## src/rtl/pong_pkg.sv

```systemverilog
// rtl/pong_pkg.sv - shared state, winner and serve-direction encodings for the pong match sequencer
package pong_pkg;

    typedef enum logic [2:0] {
        ST_IDLE  = 3'd0,
        ST_SERVE = 3'd1,
        ST_PLAY  = 3'd2,
        ST_PAUSE = 3'd3,
        ST_POINT = 3'd4,
        ST_OVER  = 3'd5
    } state_e;

    localparam logic [1:0] WINNER_NONE  = 2'b00;
    localparam logic [1:0] WINNER_LEFT  = 2'b01;
    localparam logic [1:0] WINNER_RIGHT = 2'b10;

    localparam logic DIR_RIGHT = 1'b0;
    localparam logic DIR_LEFT  = 1'b1;

endpackage

```

## src/rtl/tick_timer.sv

```systemverilog
// rtl/tick_timer.sv - 8-bit load/decrement-on-enable down-counter with expiry flag
module tick_timer (
    input  logic       clk,
    input  logic       reset,
    input  logic       load,
    input  logic       en,
    input  logic [7:0] load_val,
    output logic       done
);

    logic [7:0] count_q, count_d;

    // done marks the edge on which the count reaches zero, so the caller can react on that same edge
    assign done = en && !load && (count_q == 8'd1);

    always_comb begin
        count_d = count_q;
        if (load) begin
            count_d = load_val;
        end else if (en && (count_q != 8'd0)) begin
            count_d = count_q - 8'd1;
        end
    end

    always_ff @(posedge clk) begin
        if (reset) begin
            count_q <= 8'd0;
        end else begin
            count_q <= count_d;
        end
    end

endmodule

```

## src/rtl/pong_match_ctrl.sv

```systemverilog
// rtl/pong_match_ctrl.sv - pong match sequencer: serve/rally/point/score state and ball gating
module pong_match_ctrl
    import pong_pkg::*;
#(
    parameter int WIN_SCORE   = 9,
    parameter int SERVE_TICKS = 60,
    parameter int POINT_TICKS = 30
) (
    input  logic       iclk,
    input  logic       ireset,
    input  logic       iTick,
    input  logic       iStart,
    input  logic       iPause,
    input  logic       iMissL,
    input  logic       iMissR,
    output logic       oBallEn,
    output logic       oBallRecentre,
    output logic       oServeDir,
    output logic [3:0] oScoreL,
    output logic [3:0] oScoreR,
    output logic [1:0] oWinner,
    output logic [2:0] oState
);

    localparam logic [3:0] WIN4   = WIN_SCORE[3:0];
    localparam logic [7:0] SERVE8 = SERVE_TICKS[7:0];
    localparam logic [7:0] POINT8 = POINT_TICKS[7:0];

    state_e     state_q, state_d;
    logic [3:0] score_l_q, score_l_d;
    logic [3:0] score_r_q, score_r_d;
    logic [1:0] winner_q, winner_d;
    logic       dir_q, dir_d;
    logic       recentre_q, recentre_d;
    logic       ball_en_q, ball_en_d;
    logic       entry_q, entry_d;

    logic       timer_load;
    logic       timer_en;
    logic       timer_done;
    logic [7:0] timer_val;

    // The counter loads during the entry cycle, so a tick on that cycle is never counted
    assign timer_load = entry_q;
    assign timer_en   = iTick && !entry_q && ((state_q == ST_SERVE) || (state_q == ST_POINT));
    assign timer_val  = (state_q == ST_POINT) ? POINT8 : SERVE8;

    tick_timer u_tick_timer (
        .clk      (iclk),
        .reset    (ireset),
        .load     (timer_load),
        .en       (timer_en),
        .load_val (timer_val),
        .done     (timer_done)
    );

    always_comb begin
        state_d    = state_q;
        score_l_d  = score_l_q;
        score_r_d  = score_r_q;
        winner_d   = winner_q;
        dir_d      = dir_q;
        recentre_d = 1'b0;
        entry_d    = 1'b0;

        if (iStart) begin
            state_d    = ST_SERVE;
            score_l_d  = 4'd0;
            score_r_d  = 4'd0;
            winner_d   = WINNER_NONE;
            dir_d      = DIR_RIGHT;
            recentre_d = 1'b1;
            entry_d    = 1'b1;
        end else begin
            case (state_q)
                ST_SERVE: begin
                    if (timer_done) state_d = ST_PLAY;
                end
                ST_PLAY: begin
                    if (iMissL && iMissR) begin
                        state_d    = ST_SERVE;
                        recentre_d = 1'b1;
                        entry_d    = 1'b1;
                    end else if (iMissL) begin
                        state_d   = ST_POINT;
                        entry_d   = 1'b1;
                        dir_d     = DIR_LEFT;
                        score_r_d = (score_r_q == WIN4) ? score_r_q : score_r_q + 4'd1;
                    end else if (iMissR) begin
                        state_d   = ST_POINT;
                        entry_d   = 1'b1;
                        dir_d     = DIR_RIGHT;
                        score_l_d = (score_l_q == WIN4) ? score_l_q : score_l_q + 4'd1;
                    end else if (iPause) begin
                        state_d = ST_PAUSE;
                    end
                end
                ST_PAUSE: begin
                    if (iPause) state_d = ST_PLAY;
                end
                ST_POINT: begin
                    if (timer_done) begin
                        if (score_l_q == WIN4) begin
                            state_d  = ST_OVER;
                            winner_d = WINNER_LEFT;
                        end else if (score_r_q == WIN4) begin
                            state_d  = ST_OVER;
                            winner_d = WINNER_RIGHT;
                        end else begin
                            state_d    = ST_SERVE;
                            recentre_d = 1'b1;
                            entry_d    = 1'b1;
                        end
                    end
                end
                default: ;
            endcase
        end

        ball_en_d = (state_d == ST_PLAY);
    end

    always_ff @(posedge iclk) begin
        if (ireset) begin
            state_q    <= ST_IDLE;
            score_l_q  <= 4'd0;
            score_r_q  <= 4'd0;
            winner_q   <= WINNER_NONE;
            dir_q      <= DIR_RIGHT;
            recentre_q <= 1'b0;
            ball_en_q  <= 1'b0;
            entry_q    <= 1'b0;
        end else begin
            state_q    <= state_d;
            score_l_q  <= score_l_d;
            score_r_q  <= score_r_d;
            winner_q   <= winner_d;
            dir_q      <= dir_d;
            recentre_q <= recentre_d;
            ball_en_q  <= ball_en_d;
            entry_q    <= entry_d;
        end
    end

    assign oBallEn       = ball_en_q;
    assign oBallRecentre = recentre_q;
    assign oServeDir     = dir_q;
    assign oScoreL       = score_l_q;
    assign oScoreR       = score_r_q;
    assign oWinner       = winner_q;
    assign oState        = state_q;

endmodule

```

## config.mk

```make
export PLATFORM = sky130hd
export DESIGN_NAME = pong_match_ctrl
export DESIGN_NICKNAME = d
export VERILOG_FILES = /design/src/rtl/pong_pkg.sv /design/src/rtl/tick_timer.sv /design/src/rtl/pong_match_ctrl.sv
export SDC_FILE = /design/constraint.sdc
export NUM_CORES = 1
export LEC_CHECK = 0
export CAP_MARGIN = 10
export CORE_MARGIN = 2
export CORE_UTILIZATION = 27
export CTS_CLUSTER_DIAMETER = 120
export DETAILED_ROUTE_END_ITERATION = 10
export PLACE_DENSITY = 0.5
export SYNTH_ARGS = -nofsm -noshare
export SYNTH_HDL_FRONTEND = slang
export SYNTH_SLANG_ARGS = --single-unit
```

## constraint.sdc

```tcl
create_clock -name iclk -period 2.9 [get_ports iclk]
set_input_delay 0.725 -clock iclk [delete_from_list [all_inputs] [get_ports iclk]]
set_output_delay 0.725 -clock iclk [all_outputs]
set_load 0.01 [all_outputs]
```

==> flow_summary.yaml <==
global_routing:
  grt_pass1_vias: 1236
  grt_util_all_layers_pct: 11.6
  grt_max_degree: 14
  grt.met3_usage_pct: 2.01
  grtUsageMet2_pct: 19.9
  grt_pass1_wl_um: 5600
  use_met1_pct: 14.5
  busiest_layer: "met2"
  antenna_found_initial: 0
  overflow: 0
timing:
  rsz0062_at_grt: "false"
  drv_slew: 0
  slew_headroom_pct: 64.0
  finalCriticalPeriod_ns: 2.32
  fin_hold_ws_ns: 0.462
  layout_setup_ws_ns: 0.585
  fmax_mhz: 432
  tightest_slew_ns: 0.539
  skew_ns: 0.00522
  tns_ns: 0
  period_share_pct: 79.8
  finalHoldViolCount: 0
  setup_viol: 0
critical_path:
  path_buf_inv: 1
  cp.required_ns: 3.12
  max_stage_delay_ns: 0.52
  r2r_start: "u_tick_timer.count_q[4]"
  cp_cell_sequence: "clkdlybuf4s50_1 -> nand4bb_1 -> o31a_1 -> a2111oi_1 -> and4bb_2"
  path_class: "in2reg"
  ff2ff_setup_slack_ns: 0.68
  cp_slowest_cell: "clkdlybuf4s50_1"
  cp.depth: 5
  crit_path_end_kind: "flop"
  rr_worst_depth: 4
  cp_top_family: "compound AO/OA/AOI/OAI gates"
  cp_max_fo: 4
  crit_arrival_ns: 2.53
  start_kind: "primary input"
  r2r_end: "oBallEn"
hold_path:
  min_delay_path_depth: 2
  min_path_type: "reg2reg"
  hp-start: "oServeDir"
  min_to: "oServeDir"
synthesis:
  synth-compound-area-share_pct: 16.6
  synth_cell_types: 42
  yosysSeqAreaShare_pct: 35.7
  synth-seq-cells: 25
  synthSimpleGateAreaFrac_pct: 29.0
  synth_xor_area_share_pct: 5.00
  synth_top_cell_by_area: "dfxtp_1"
  avgSynthCellArea_um2: 8.65
  syn_nets: 179
  netlist_instances: 162
  synth_top_area_share_pct: 35.7
  netlist_area_um2: 1400
  muxShareOfSynthArea_pct: 0
  synthAdderAreaFrac_pct: 8.93
  yosysWarnings: 0
  synth_top_family_by_area: "simple AND/OR/NAND/NOR gates"
  ys_top_cells_by_area: "dfxtp_1 (36%), ha_1 (8.9%), xor2_1 (4.4%)"
drt:
  num_vias: 1284
  antenna_left: 0
  vias_per_cell: 5.02
  drtPass1Iterations: 4
  routedWlPerCell_um: 12.7
  wl_um: 3250
  drc: 0
  drtIter0Drc: 60
cts:
  cts_setup_buffers: 0
  clock-sinks: 25
  htree_levels: 1
  post_cts_resize_count: 0
  clock_latency_ns: 0.27
  cts_buffers: 3
  clock_path_buffers: 2
  cts_tree: "built"
  cts_hold_buf: 0
  clk_pin_slew_ns: 0.09
  cts_root_buffer: "clkbuf_8"
cells_and_area:
  fill_cells: 536
  diodes: 0
  stdcell_area_um2: 1770
  nets: 204
  final_common_cell: "dfxtp_1"
  synthToLayoutAreaGrowth_pct: 26.1
  drive_above_1_share_pct: 9.14
  layout_common_cells: "dfxtp_1 (25), clkdlybuf4s50_1 (22), nor2_1 (10), ha_1 (10)"
die:
  rows: 26
  coreArea_um2: 5040
  die_height_um: 76.0
  start_util_pct: 27.8
  io_pins: 23
  dieArea_um2: 5780
  die_w_um: 76.0
placed_design:
  io_buffers: 22
  hpwl_um: 2440
  gp_congestion: 0.847
  dp_slack_ns: 0.332
  placed_cell_area_um2: 1720
job:
  max_cap_violations: 0
pwr:
  cellPowerDensity_nw_per_um2: 383
  power.leakage_nw: 0.624
  power.total_mw: 0.676
  vdd_drop_max_mv: 0.165
status:
  status: "finished clean"
-- cells in the mapped netlist (all sizes together) --
master    n
a2111o    1
a2111oi   1
a211oi    2
a21o      1
a21oi     9
a311oi    1
a31oi     5
and2      2
and3      2
and4bb    1
buf       3
clkbuf    5
dfxtp    25
ha       10
inv       9
nand2     9
nand2b    3
nand3     5
nand3b    2
nand4     5
nand4bb   1
nor2     10
nor2b     3
nor3      4
nor3b     2
nor4      1
nor4b     3
o211a     1
o21a      1
o21ai     4
o311ai    3
o31a      2
o31ai     3
or2       5
or3       3
or3b      1
or4       5
or4b      1
xnor2     1
xor2      7
-- tightest hold or removal path, stage by stage, from the launching register on --
cell and delay [ns]:
dfxtp_1 0.32, nand2_1 0.05, a21oi_1 0.05
-- cell families after synthesis --
logic type | after synthesis
XOR/XNOR | 8
flip-flops | 25
AND/OR/NAND/NOR | 68
buffers and inverters | 17
AO/OA/AOI/OAI | 34
adder cells (fa/ha/maj) | 10
-- per-layer routing --
metal,share of wire [%],wire (um)
met1,46,1490
met4,1.7,56
met3,3.8,125
met5,0,0
met2,48,1580
-- state kept, by name, summed over array words and instances (netlist names) --
signal / count
oBallRecentre: 1
oWinner: 2
oScoreL: 4
u_tick_timer.count_q: 8
oBallEn: 1
oScoreR: 4
oServeDir: 1
entry_q: 1
oState: 3
-- stage by stage --
stage / utilization, % / cells
finish: 35.0 / 256
CTS: 35.0 / 256
global placement: 34.1 / 252
global route: 35.0 / 256
detailed placement: 34.1 / 252
floorplan: - / 162
-- how the worst max path moves through the flow --
stage / startpoint / end
2_1_floorplan: iMissL / oScoreL[1]
3_3_place_gp: iTick / oBallEn
3_5_place_dp: iTick / oBallEn
4_1_cts: iTick / oBallEn
5_1_grt: iTick / oBallEn
6_report: iTick / oBallEn
-- final cells by class --
class / instances / area (um2) / share of cell area, %
Multi-Input combinational cell: 120 / 835 / 47.2
Sequential cell: 25 / 500 / 28.3
Timing Repair Buffer: 28 / 265 / 15.0
Tap cell: 70 / 87.6 / 4.96
Clock buffer: 4 / 45.0 / 2.55
Inverter: 9 / 33.8 / 1.91
-- power breakdown --
part | switching, mW | internal, mW
combinational | 0.0551 | 0.0478
clock | 0.110 | 0.0984
sequential | 0.0115 | 0.353
(Power assumes the default switching activity.)
